## src/rtl/id_operand_hazard_unit.sv

```systemverilog
// ID-stage operand resolution and load-use interlock with an instruction hold
// register, so a fetched SRAM word survives any number of stall cycles.
module id_operand_hazard_unit #(
  parameter int DATA_W    = 32,
  parameter int NUM_FWD   = 3,
  parameter int LOAD_LAT  = 1,
  parameter int STALL_MAX = 15,
  localparam int CW       = $clog2(STALL_MAX + 1)
) (
  input  logic                    clk,
  input  logic                    rst,
  input  logic                    inst_valid,
  input  logic [31:0]             inst_in,
  input  logic [31:0]             pc_in,
  input  logic                    stall_in,
  input  logic                    flush,
  input  logic [DATA_W-1:0]       rf_rdata1,
  input  logic [DATA_W-1:0]       rf_rdata2,
  input  logic [NUM_FWD-1:0]      fwd_we,
  input  logic [NUM_FWD-1:0]      fwd_is_load,
  input  logic [5*NUM_FWD-1:0]    fwd_addr,
  input  logic [DATA_W*NUM_FWD-1:0] fwd_data,
  output logic [4:0]              rs_addr,
  output logic [4:0]              rt_addr,
  output logic [31:0]             inst_out,
  output logic [31:0]             pc_out,
  output logic                    valid_out,
  output logic [DATA_W-1:0]       op1,
  output logic [DATA_W-1:0]       op2,
  output logic                    stallreq,
  output logic [CW-1:0]           stall_cnt,
  output logic                    wdog_err,
  output logic                    state_dbg
);

  typedef enum logic {RUN = 1'b0, HOLD = 1'b1} state_t;

  state_t          state_q, state_d;
  logic [31:0]     hold_inst_q, hold_inst_d;
  logic [31:0]     hold_pc_q, hold_pc_d;
  logic            hold_v_q, hold_v_d;
  logic [CW-1:0]   stall_cnt_q, stall_cnt_d;
  logic            wdog_err_q, wdog_err_d;

  logic            cur_valid;
  logic            rs_hit, rt_hit, rs_ld, rt_ld;
  logic [DATA_W-1:0] rs_fwd, rt_fwd;
  logic            stall_any;

  // Handshake: valid_out qualifies inst_out/op1/op2 in the same cycle; the ID
  // slot advances only on an edge where neither stall_in nor stallreq is high.
  always_comb begin
    inst_out = '0;
    pc_out   = '0;
    if (rst) begin
      inst_out = (state_q == HOLD) ? hold_inst_q : inst_in;
      pc_out   = (state_q == HOLD) ? hold_pc_q   : pc_in;
    end
    cur_valid = rst & ((state_q == HOLD) ? hold_v_q : inst_valid);
    rs_addr   = inst_out[25:21];
    rt_addr   = inst_out[20:16];
    state_dbg = (state_q == HOLD);
  end

  // Walk from oldest to youngest so the lowest matching index wins.
  always_comb begin
    rs_hit = 1'b0;
    rt_hit = 1'b0;
    rs_ld  = 1'b0;
    rt_ld  = 1'b0;
    rs_fwd = '0;
    rt_fwd = '0;
    for (int k = NUM_FWD - 1; k >= 0; k--) begin
      if (fwd_we[k] && fwd_addr[5*k +: 5] == rs_addr && rs_addr != 5'd0) begin
        rs_hit = 1'b1;
        rs_fwd = fwd_data[DATA_W*k +: DATA_W];
        rs_ld  = fwd_is_load[k] && (k < LOAD_LAT);
      end
      if (fwd_we[k] && fwd_addr[5*k +: 5] == rt_addr && rt_addr != 5'd0) begin
        rt_hit = 1'b1;
        rt_fwd = fwd_data[DATA_W*k +: DATA_W];
        rt_ld  = fwd_is_load[k] && (k < LOAD_LAT);
      end
    end
    op1 = (rs_addr == 5'd0) ? '0 : (rs_hit ? rs_fwd : rf_rdata1);
    op2 = (rt_addr == 5'd0) ? '0 : (rt_hit ? rt_fwd : rf_rdata2);
    stallreq  = cur_valid & ~flush & (rs_ld | rt_ld);
    valid_out = cur_valid & ~stallreq & ~flush;
    stall_any = stall_in | stallreq;
  end

  always_comb begin
    state_d     = state_q;
    hold_inst_d = hold_inst_q;
    hold_pc_d   = hold_pc_q;
    hold_v_d    = hold_v_q;
    case (state_q)
      RUN: begin
        if (stall_any && inst_valid && !flush) begin
          state_d     = HOLD;
          hold_inst_d = inst_in;
          hold_pc_d   = pc_in;
          hold_v_d    = 1'b1;
        end
      end
      HOLD: begin
        if (flush || !stall_any) begin
          state_d  = RUN;
          hold_v_d = 1'b0;
        end
      end
      default: state_d = RUN;
    endcase

    stall_cnt_d = '0;
    if (!flush && cur_valid && stall_any) begin
      stall_cnt_d = (stall_cnt_q == CW'(STALL_MAX)) ? stall_cnt_q : stall_cnt_q + CW'(1);
    end
    wdog_err_d = wdog_err_q | (stall_cnt_d == CW'(STALL_MAX));
  end

  always_ff @(posedge clk or negedge rst) begin
    if (!rst) begin
      state_q     <= RUN;
      hold_inst_q <= '0;
      hold_pc_q   <= '0;
      hold_v_q    <= 1'b0;
      stall_cnt_q <= '0;
      wdog_err_q  <= 1'b0;
    end else begin
      state_q     <= state_d;
      hold_inst_q <= hold_inst_d;
      hold_pc_q   <= hold_pc_d;
      hold_v_q    <= hold_v_d;
      stall_cnt_q <= stall_cnt_d;
      wdog_err_q  <= wdog_err_d;
    end
  end

  assign stall_cnt = stall_cnt_q;
  assign wdog_err  = wdog_err_q;

endmodule

```

## config.mk

```make
export PLATFORM = sky130hd
export DESIGN_NAME = id_operand_hazard_unit
export DESIGN_NICKNAME = d
export VERILOG_FILES = /design/src/rtl/id_operand_hazard_unit.sv
export SDC_FILE = /design/constraint.sdc
export NUM_CORES = 1
export LEC_CHECK = 0
export CORE_AREA = 2 2 156 158
export DETAILED_ROUTE_END_ITERATION = 8
export DIE_AREA = 0 0 158 160
export PLACE_DENSITY_LB_ADDON = 0.12
export SLEW_MARGIN = 20
export SYNTH_ARGS = -nofsm -noshare
export SYNTH_HDL_FRONTEND = slang
export SYNTH_SLANG_ARGS = --single-unit
```

## constraint.sdc

```tcl
create_clock -name clk -period 6.6 [get_ports clk]
set_input_delay 0.99 -clock clk [delete_from_list [all_inputs] [get_ports clk]]
set_output_delay 0.99 -clock clk [all_outputs]
set_load 0.1 [all_outputs]
```

; ---- After elaboration in Yosys (flattened, before gate mapping)
; Index checks and enable logic that the tools add are counted.
; Widths: inputs -> output; s select.
[word_totals]
ff_bits = 71
latchBits = 0
ramBits = 0
romBits = 0
input_bits = 250
out_inout_bits = 146
elab_cells = 84
mem_count = 0
[op_classes]
addsub = 1
n_mul = 0
div_mod_pow = 0
magnitude_cmp = 0
eq_ne = 10
shifts = 0
mux = 31
n_bitwise = 11
reduce_logical = 25
[op_table]
columns = op, count
row1 = $mux 32, 14
row2 = $eq 5x5->1, 6
row3 = $logic_and 1x1->1, 16
row4 = $mux 1, 13
row5 = $logic_not 5->1, 2
row6 = $reduce_bool 5->1, 2
row7 = $eq 4x4->1 const B, 2
row8 = $mux 4, 2
row9 = $and 1x1->1, 5
row10 = $add 4x1->4 const B, 1
row11 = $pmux 1 s2, 2
row12 = $reduce_and 2->1, 2
row13 = $not 1->1, 3
row14 = $or 1x1->1, 3
row15 = $logic_not 1->1, 2
row16 = $ne 2x1->1 const B, 1
row17 = $ne 2x2->1 const B, 1
row18 = $logic_or 1x1->1, 1

; ---- Longest topological paths before layout
; Gate-level depths: netlist (run 1).
[depth]
ltp_word = 13
mapped_depth = 12
depth_no_buf = 7

; ---- Least setup slack after synthesis (run 1)
; OpenSTA, ideal clock, no wires.
[synth_timing]
path_type = reg2out
start = reg state_q, in the netlist state_dbg
end = out op1[30]
arrival_time_ns = 6.299
required_time_ns = 5.610
slack_ns = -0.689
stages_incl_launch_ff = 10
n_path_buf = 3
cell_sequence = dfrtp_1 -> buf_6 -> buf_6 -> mux2i_1 -> nor2_1 -> nand4b_1 -> a2111oi_4 -> clkbuf_1 -> nor4b_1 -> a211oi_1
[synth_between]
elab_chain_cells = 10
word_cells_on_any_way = 21
classes_between = 3 x eq/ne / 10 x mux / 8 x reduce/logical
[synth_rtl]
columns = item, line
row1 = from (decl), 38  ; state_t state_q, state_d;
row2 = from (signal assigned), 131  ; state_q <= state_d;
row3 = $mux 32 *, 56  ; inst_out = (state_q == HOLD) ? hold_inst_q : inst_in;
row4 = $mux 32 *, 55  ; if (rst) begin
row5 = net inst_out[21], 25  ; output logic [31:0] inst_out,
row6 = $eq 5x5->1, 74  ; if (fwd_we[k] && fwd_addr[5*k +: 5] == rs_addr && rs_addr != 5'd0) begin
row7 = $logic_and 1x1->1 (2 in a row), 74
row8 = $mux 32 / $mux 1 (equally long branches) (3 in a row), 74
row9 = $mux 32, 85  ; op1 = (rs_addr == 5'd0) ? '0 : (rs_hit ? rs_fwd : rf_rdata1);
row10 = $mux 32 *, 85
row11 = to (decl), 28  ; output logic [DATA_W-1:0] op1,
; Mark *: on every way through the listed nets, which the timed path passes. The rest lies on a longest branch.

; ---- Worst setup path in the final report (run 1)
[layout_timing]
start = in inst_in[18]
end = out op2[9]
[layout_between]
elab_chain_cells = 10
word_cells_on_any_way = 21
classes_between = 3 x eq/ne / 10 x mux / 8 x reduce/logical
[layout_rtl]
columns = item, line
row1 = from (decl), 13  ; input logic [31:0] inst_in,
row2 = $mux 32 *, 56
row3 = $mux 32 *, 55
row4 = $eq 5x5->1, 79  ; if (fwd_we[k] && fwd_addr[5*k +: 5] == rt_addr && rt_addr != 5'd0) begin
row5 = $logic_and 1x1->1 (2 in a row), 79
row6 = $mux 32 / $mux 1 (equally long branches) (3 in a row), 79
row7 = $mux 32, 86  ; op2 = (rt_addr == 5'd0) ? '0 : (rt_hit ? rt_fwd : rf_rdata2);
row8 = $mux 32 *, 86
row9 = to (decl), 29  ; output logic [DATA_W-1:0] op2,
; Mark *: on every way between the ends. The rest lies on a longest branch, timed or not.

==> impl_metrics.ini, run 1 <==
[clocking]
clockBufferDepth = 2
cts-htree-levels = 3
ctsRootBufferMaster = clkbuf_16
clock_tree_from_tritoncts = yes
ctsHoldBuffers = 0
cts.sinks = 71
cts_resized = 0
post_cts.repair.setup_buffers = 0
cts.clk_slew.worst_paths_ps = 60
cts_inserted_buffers = 9
clock_latency_ps = 340

[floorplan]
die_w_microns = 158
die_area_sq_um = 25300
fp.coreArea_sq_um = 23800
floorplan.initialDensity_pct = 29.3
rows = 57
vertical_die_dimension_microns = 160
io_pins = 396

[place]
hpwlAfterDp_microns = 22200
numPortBuffers = 393
gpl.final_weighted_congestion = 0.854

[synth]
synth-edff-count = 0
synthesized_area_fraction_occupied_by_ao_oa_aoi_and_oai_cells_pct = 13.8
post_synth_mux_area_share_pct = 37.8
yosys.area_share.xor_xnor_pct = 1.51
async_reset_ff_share_pct = 100
yosysUniqueCellTypes = 61
synth_seq_cells = 71
mapped_area_sq_um = 6970
syn-instance-count = 723
synth_sequential_area_ratio_pct = 25.5
share_of_synthesized_cell_area_in_full_adder_half_adder_and_majority_cells_pct = 0.180
synth.net_count = 974
syn-mean-instance-area_sq_um = 9.64
synthSimpleGateAreaFrac_pct = 13.9
main_synth_ff_type = dfrtp_1
synth_top_family_by_area = multiplexers
yosys_synthesis_warning_count = 0

[hold_path]
cells_on_worst_hold_path = 1
path_class_of_the_lowest_slack_min_delay_path = flip-flop to flip-flop

[global_route]
grt_pass1_wl_microns = 43300
first_global_vias = 7105
grt.overflow.total = 0
antenna_found_initial = 2
grt_start_max_net_pins = 60
grt.total_usage_pct = 22.4

[setup_path]
cp.required_ps = 5610
arrival_ps = 4380
r2r.worst_path.cells = 9
critical_path.endpoint_type = output port
worstSetupStartpointType = input port
setup.worst_path.class = input port to output port
crit_path_max_fanout = 21

[detailed_routing]
drt_drc_violations_left = 0
wl_per_cell_microns = 21.0
detailedRoute.firstIterationViolations = 460
drtAntennaViolNets = 0
wirelength_microns = 29600
vias_per_cell = 5.07
drt_pre_antenna_iters = 5
dr_total_vias = 7137

[final_layout]
fin_nets = 1328
drive_gt1_share_pct = 21.3
syn2layout_area_growth_pct = 70.1
fillCellCount = 2290

[sta]
post-route-period-util_pct = 81.4
timing_hold_violations_final = 0
hold_ws_ps = 484
timing.final.max_slew_violations = 0
finalSetupViolCount = 0
period_needed_ps = 5370
unrepaired_setup_endpoints_after_global_routing = no
relSlewSlack_pct = 28.9
clock.fmax_mhz = 186
slew_of_the_pin_with_the_lowest_slew_margin_ps = 1060
fin_worst_skew_ps = 11.0
fin_setup_tns_ps = 0

[outcome]
run_status = finished clean

[flow_run]
cap_viol_max_count = 0

[pwr]
total_leakage_power_nw = 4.79
powerDensity_nw_per_um2 = 200
max-vdd-ir-drop_mv = 0.130
-- state kept, by name, summed over array words and instances, names as in the netlist --
register     count
stall_cnt        4
hold_pc_q       32
wdog_err         1
hold_v_q         1
hold_inst_q     32
state_dbg        1
-- routing by layer --
metal | part of all wire (%) | up-vias | GRT usage [%]
met1 | 42 | 3426 | 27.9
met3 | 7.5 | 42 | 5.73
li1 | - | 3377 | -
met4 | 2.8 | 0 | 7.90
met5 | 0 | - | 0
met2 | 47 | 292 | 37.3
-- metrics by stage --
step                instance area [sq um]  utilization, %  setup slack, ps  cells  total power [mW]
floorplan                            7050               -             8.15    723              1.43
detailed placement                  11500            48.5             1200   1390              1.88
global route                        11900            49.8             1090   1408              2.47
finish                              11900            49.8             1230   1408              2.37
global placement                    11500            48.5             1270   1390              1.87
CTS                                 11900            49.8             1200   1406              2.39
-- critical path, stage by stage --
cell and delay [ps]:
clkdlybuf4s50_1 490, mux2i_1 190, nor2_1 390, nor3_1 90
or4_2 970, buf_4 400, mux2_4 250, mux2i_1 60
o21ai_1 320, buf_12 220
-- layout make-up --
cell class | count | area (sq um) | share of cell area, %
repair buffers | 412 | 4530 | 38.2
flip-flops and latches | 71 | 1780 | 15.0
diodes | 2 | 5.00 | 0.0422
clock inverters | 7 | 80.1 | 0.675
inverters | 11 | 41.3 | 0.348
multi-input cells | 572 | 4790 | 40.4
well taps | 324 | 405 | 3.42
clock buffers | 9 | 225 | 1.90
-- layout by cell type, fill, tap and decap left out, types with 12 or more instances in the layout --
cell and instances:
nand3_1 12, mux2_4 91, dfrtp_1 70, mux2i_1 115, buf_4 37, nor3_1 12, a21oi_1 29, o21ai_1 32
o21ai_0 28, o22ai_2 12, buf_12 50, nand2_1 36, nor2_1 69, and3_1 17, clkdlybuf4s50_1 325
-- where the power goes --
part	switching (mW)	total [mW]	internal (mW)	leakage [nW]
Sequential	0.0540	0.577	0.523	0.851
Clock	0.203	0.501	0.298	0.148
Combinational	0.783	1.29	0.507	3.79
-- cells in the mapped netlist, types with 3 or more instances --
cell	count	share of area, %
mux2i_1	115	17
mux2_4	91	20
dfrtp_1	71	25
nor2_1	69	3.7
nand2_1	36	1.9
o21ai_0	31	2.2
a21oi_1	29	2.1
o21ai_1	29	2.1
clkbuf_1	25	1.3
and3_1	17	1.5
o22ai_1	17	1.5
buf_2	16	1.1
nand3_1	12	0.86
nor3_1	12	0.86
xnor2_1	11	1.4
a221oi_1	10	1.3
buf_4	10	1.1
inv_1	10	0.54
o2bb2ai_1	10	1.3
or3_1	10	0.90
mux2_2	8	1.3
buf_12	7	2.0
nand3b_1	7	0.75
o211ai_1	7	0.75
buf_1	6	0.32
buf_6	5	0.81
nand4b_1	4	0.50
nand4_1	3	0.27
nor2b_1	3	0.27
o221ai_1	3	0.38
or4_1	3	0.32
-- final timing paths --
path | from | endpoint | slack, ps
hold / removal | wdog_err | wdog_err | 480
min in group asynchronous | rst | hold_inst_q[14] | 530
setup reg to reg | state_dbg | hold_inst_q[19] | 2690
max in group asynchronous | rst | state_dbg | 5150
hold reg to reg | wdog_err | wdog_err | 480
setup / recovery | inst_in[18] | op2[9] | 1230
-- kinds of logic (layout without fill, tap and decap cells) --
family                     after synthesis  in the layout
AOI/OAI and AO/OA                      152            152
DFF                                     71             71
and+or+nand+nor                        191            191
xor gates and xnor gates                12             12
other                                    0              2
muxes                                  216            216
buffers and inverters                   80            439
adders and majority gates                1              1
No activity file was read; power rests on OpenSTA's default activity.
==> run 2, diff against run 1 <==
--- a/config.mk
+++ b/config.mk
@@ -5,9 +5,9 @@
 export SDC_FILE = /design/constraint.sdc
 export NUM_CORES = 1
 export LEC_CHECK = 0
-export CORE_AREA = 2 2 156 158
+export CORE_AREA = 2 2 152 154
 export DETAILED_ROUTE_END_ITERATION = 8
-export DIE_AREA = 0 0 158 160
+export DIE_AREA = 0 0 154 156
 export PLACE_DENSITY_LB_ADDON = 0.12
 export SLEW_MARGIN = 20
 export SYNTH_ARGS = -nofsm -noshare
==> constraint.sdc (replaced) <==
create_clock -name clk -period 5.4 [get_ports clk]
set_input_delay 0.81 -clock clk [delete_from_list [all_inputs] [get_ports clk]]
set_output_delay 0.81 -clock clk [all_outputs]
set_load 0.1 [all_outputs]
==> run 2 against run 1 <==
Effect of this change:
- first-iteration DRC count is 14% lower
- largest cell class unchanged
- power is 24% higher
- die area is 5.0% lower
- largest power group unchanged
- non-clock buffer count is 5 higher
==> impl_metrics.ini, run 2 (same netlist as run 1, synthesis figures left out) <==
[final_layout]
syn2layout_area_growth_pct = 76.2
fillCellCount = 2027
area_of_the_multi_input_gates_sq_um = 5030
final_design_area_no_fill_sq_um = 12300
most_frequent_cells_in_the_layout = clkdlybuf4s50_1, mux2i_1, mux2_4
drive_gt1_share_pct = 27.7
mostFrequentLayoutCell = clkdlybuf4s50_1
count_of_non_filler_cells_in_the_finished_layout = 1374
fin_nets = 1333
seqCellArea_sq_um = 1780

[setup_path]
setup.worst_path.class = input port to output port
arrival_ps = 4000
crit_path_max_fanout = 11
cp.required_ps = 4590
r2r.worst_path.cells = 9
max_stage_delay_ps = 830
worstSetupStartpointType = input port
critPathSlowestCell = nor2_1
critical_path.endpoint_type = output port
critical_path.cell_chain = clkdlybuf4s50_1 -> or4_1 -> and4_1 -> o221ai_1 -> a2111oi_4 -> nor2_1 -> a221oi_1 -> o2bb2ai_2 -> buf_12

[detailed_routing]
vias_per_cell = 5.22
drt_drc_violations_left = 0
wl_per_cell_microns = 21.5
wirelength_microns = 29500
dr_total_vias = 7166
drt_pre_antenna_iters = 4
drtAntennaViolNets = 0
detailedRoute.firstIterationViolations = 394

[place]
numPortBuffers = 393
gpl.final_weighted_congestion = 0.888
hpwlAfterDp_microns = 22900
dp_cells = 1356
post_place_cell_area_sq_um = 12000

[global_route]
grt.overflow.total = 0
grt_pass1_wl_microns = 44000
first_global_vias = 7132
antenna_found_initial = 2
grt_start_max_net_pins = 49
grt.total_usage_pct = 23.6

[clocking]
cts.sinks = 71
cts_inserted_buffers = 9
clockBufferDepth = 2
ctsRootBufferMaster = clkbuf_16
ctsHoldBuffers = 0
clock_tree_from_tritoncts = yes
clock_latency_ps = 330
cts-htree-levels = 3
post_cts.repair.setup_buffers = 0
cts.clk_slew.worst_paths_ps = 60
cts_resized = 0

[pwr]
total_power_mw = 2.95
max-vdd-ir-drop_mv = 0.141
powerDensity_nw_per_um2 = 240
total_leakage_power_nw = 4.96

[outcome]
run_status = finished clean

[sta]
timing_hold_violations_final = 0
post-route-period-util_pct = 89.0
hold_ws_ps = 314
fin_setup_tns_ps = 0
period_needed_ps = 4810
relSlewSlack_pct = 29.0
clock.fmax_mhz = 208
slew_of_the_pin_with_the_lowest_slew_margin_ps = 1060
unrepaired_setup_endpoints_after_global_routing = no
finalSetupViolCount = 0
timing.final.max_slew_violations = 0
fin_worst_skew_ps = 10.6

[floorplan]
die_area_sq_um = 24000
floorplan.initialDensity_pct = 31.2
die_w_microns = 154
vertical_die_dimension_microns = 156
io_pins = 396
rows = 55
fp.coreArea_sq_um = 22400

[flow_run]
cap_viol_max_count = 0

[hold_path]
path_class_of_the_lowest_slack_min_delay_path = input port to asynchronous set/reset pin
run 2: critical path, delay by kind of cell:
kind	cells	cell delay (ps)
compound gates	4	930
buf+inv	2	650
simple gates	3	1580
run 2: layer usage:
metal | wire (microns) | up-vias | global-route usage, %
met4 | 563 | 0 | 6.59
li1 | - | 3398 | -
met1 | 12400 | 3474 | 29.5
met3 | 1930 | 29 | 5.22
met5 | 0 | - | 0
met2 | 14600 | 265 | 41.1
run 2: final timing paths:
check	start	to	slack, ps
setup / recovery	inst_in[22]	op1[10]	590
hold / removal	rst	hold_inst_q[20]	310
setup reg to reg	state_dbg	hold_pc_q[10]	1280
hold reg to reg	wdog_err	wdog_err	480
max in group asynchronous	rst	hold_inst_q[31]	4290
min in group clk	wdog_err	wdog_err	480
run 2: per-stage QoR:
step / setup WS (ps) / util (%)
after floorplan: -117 / -
after CTS: 232 / 54.9
after global routing: 406 / 54.9
final: 595 / 54.9
after detailed placement: 260 / 53.5
after global placement: 277 / 53.5
run 2: area by class of cell:
cell class	instances	area share, %
multi-input cells	572	41.0
clock buffers	10	1.87
inverters	11	0.336
diodes	2	0.0408
clock inverters	6	0.561
well taps	285	2.90
flip-flops and latches	71	14.5
repair buffers	417	38.8
run 2: report_power, final:
group | internal [mW] | switching (mW)
logic | 0.667 | 0.976
clock network | 0.360 | 0.234
registers | 0.640 | 0.0694
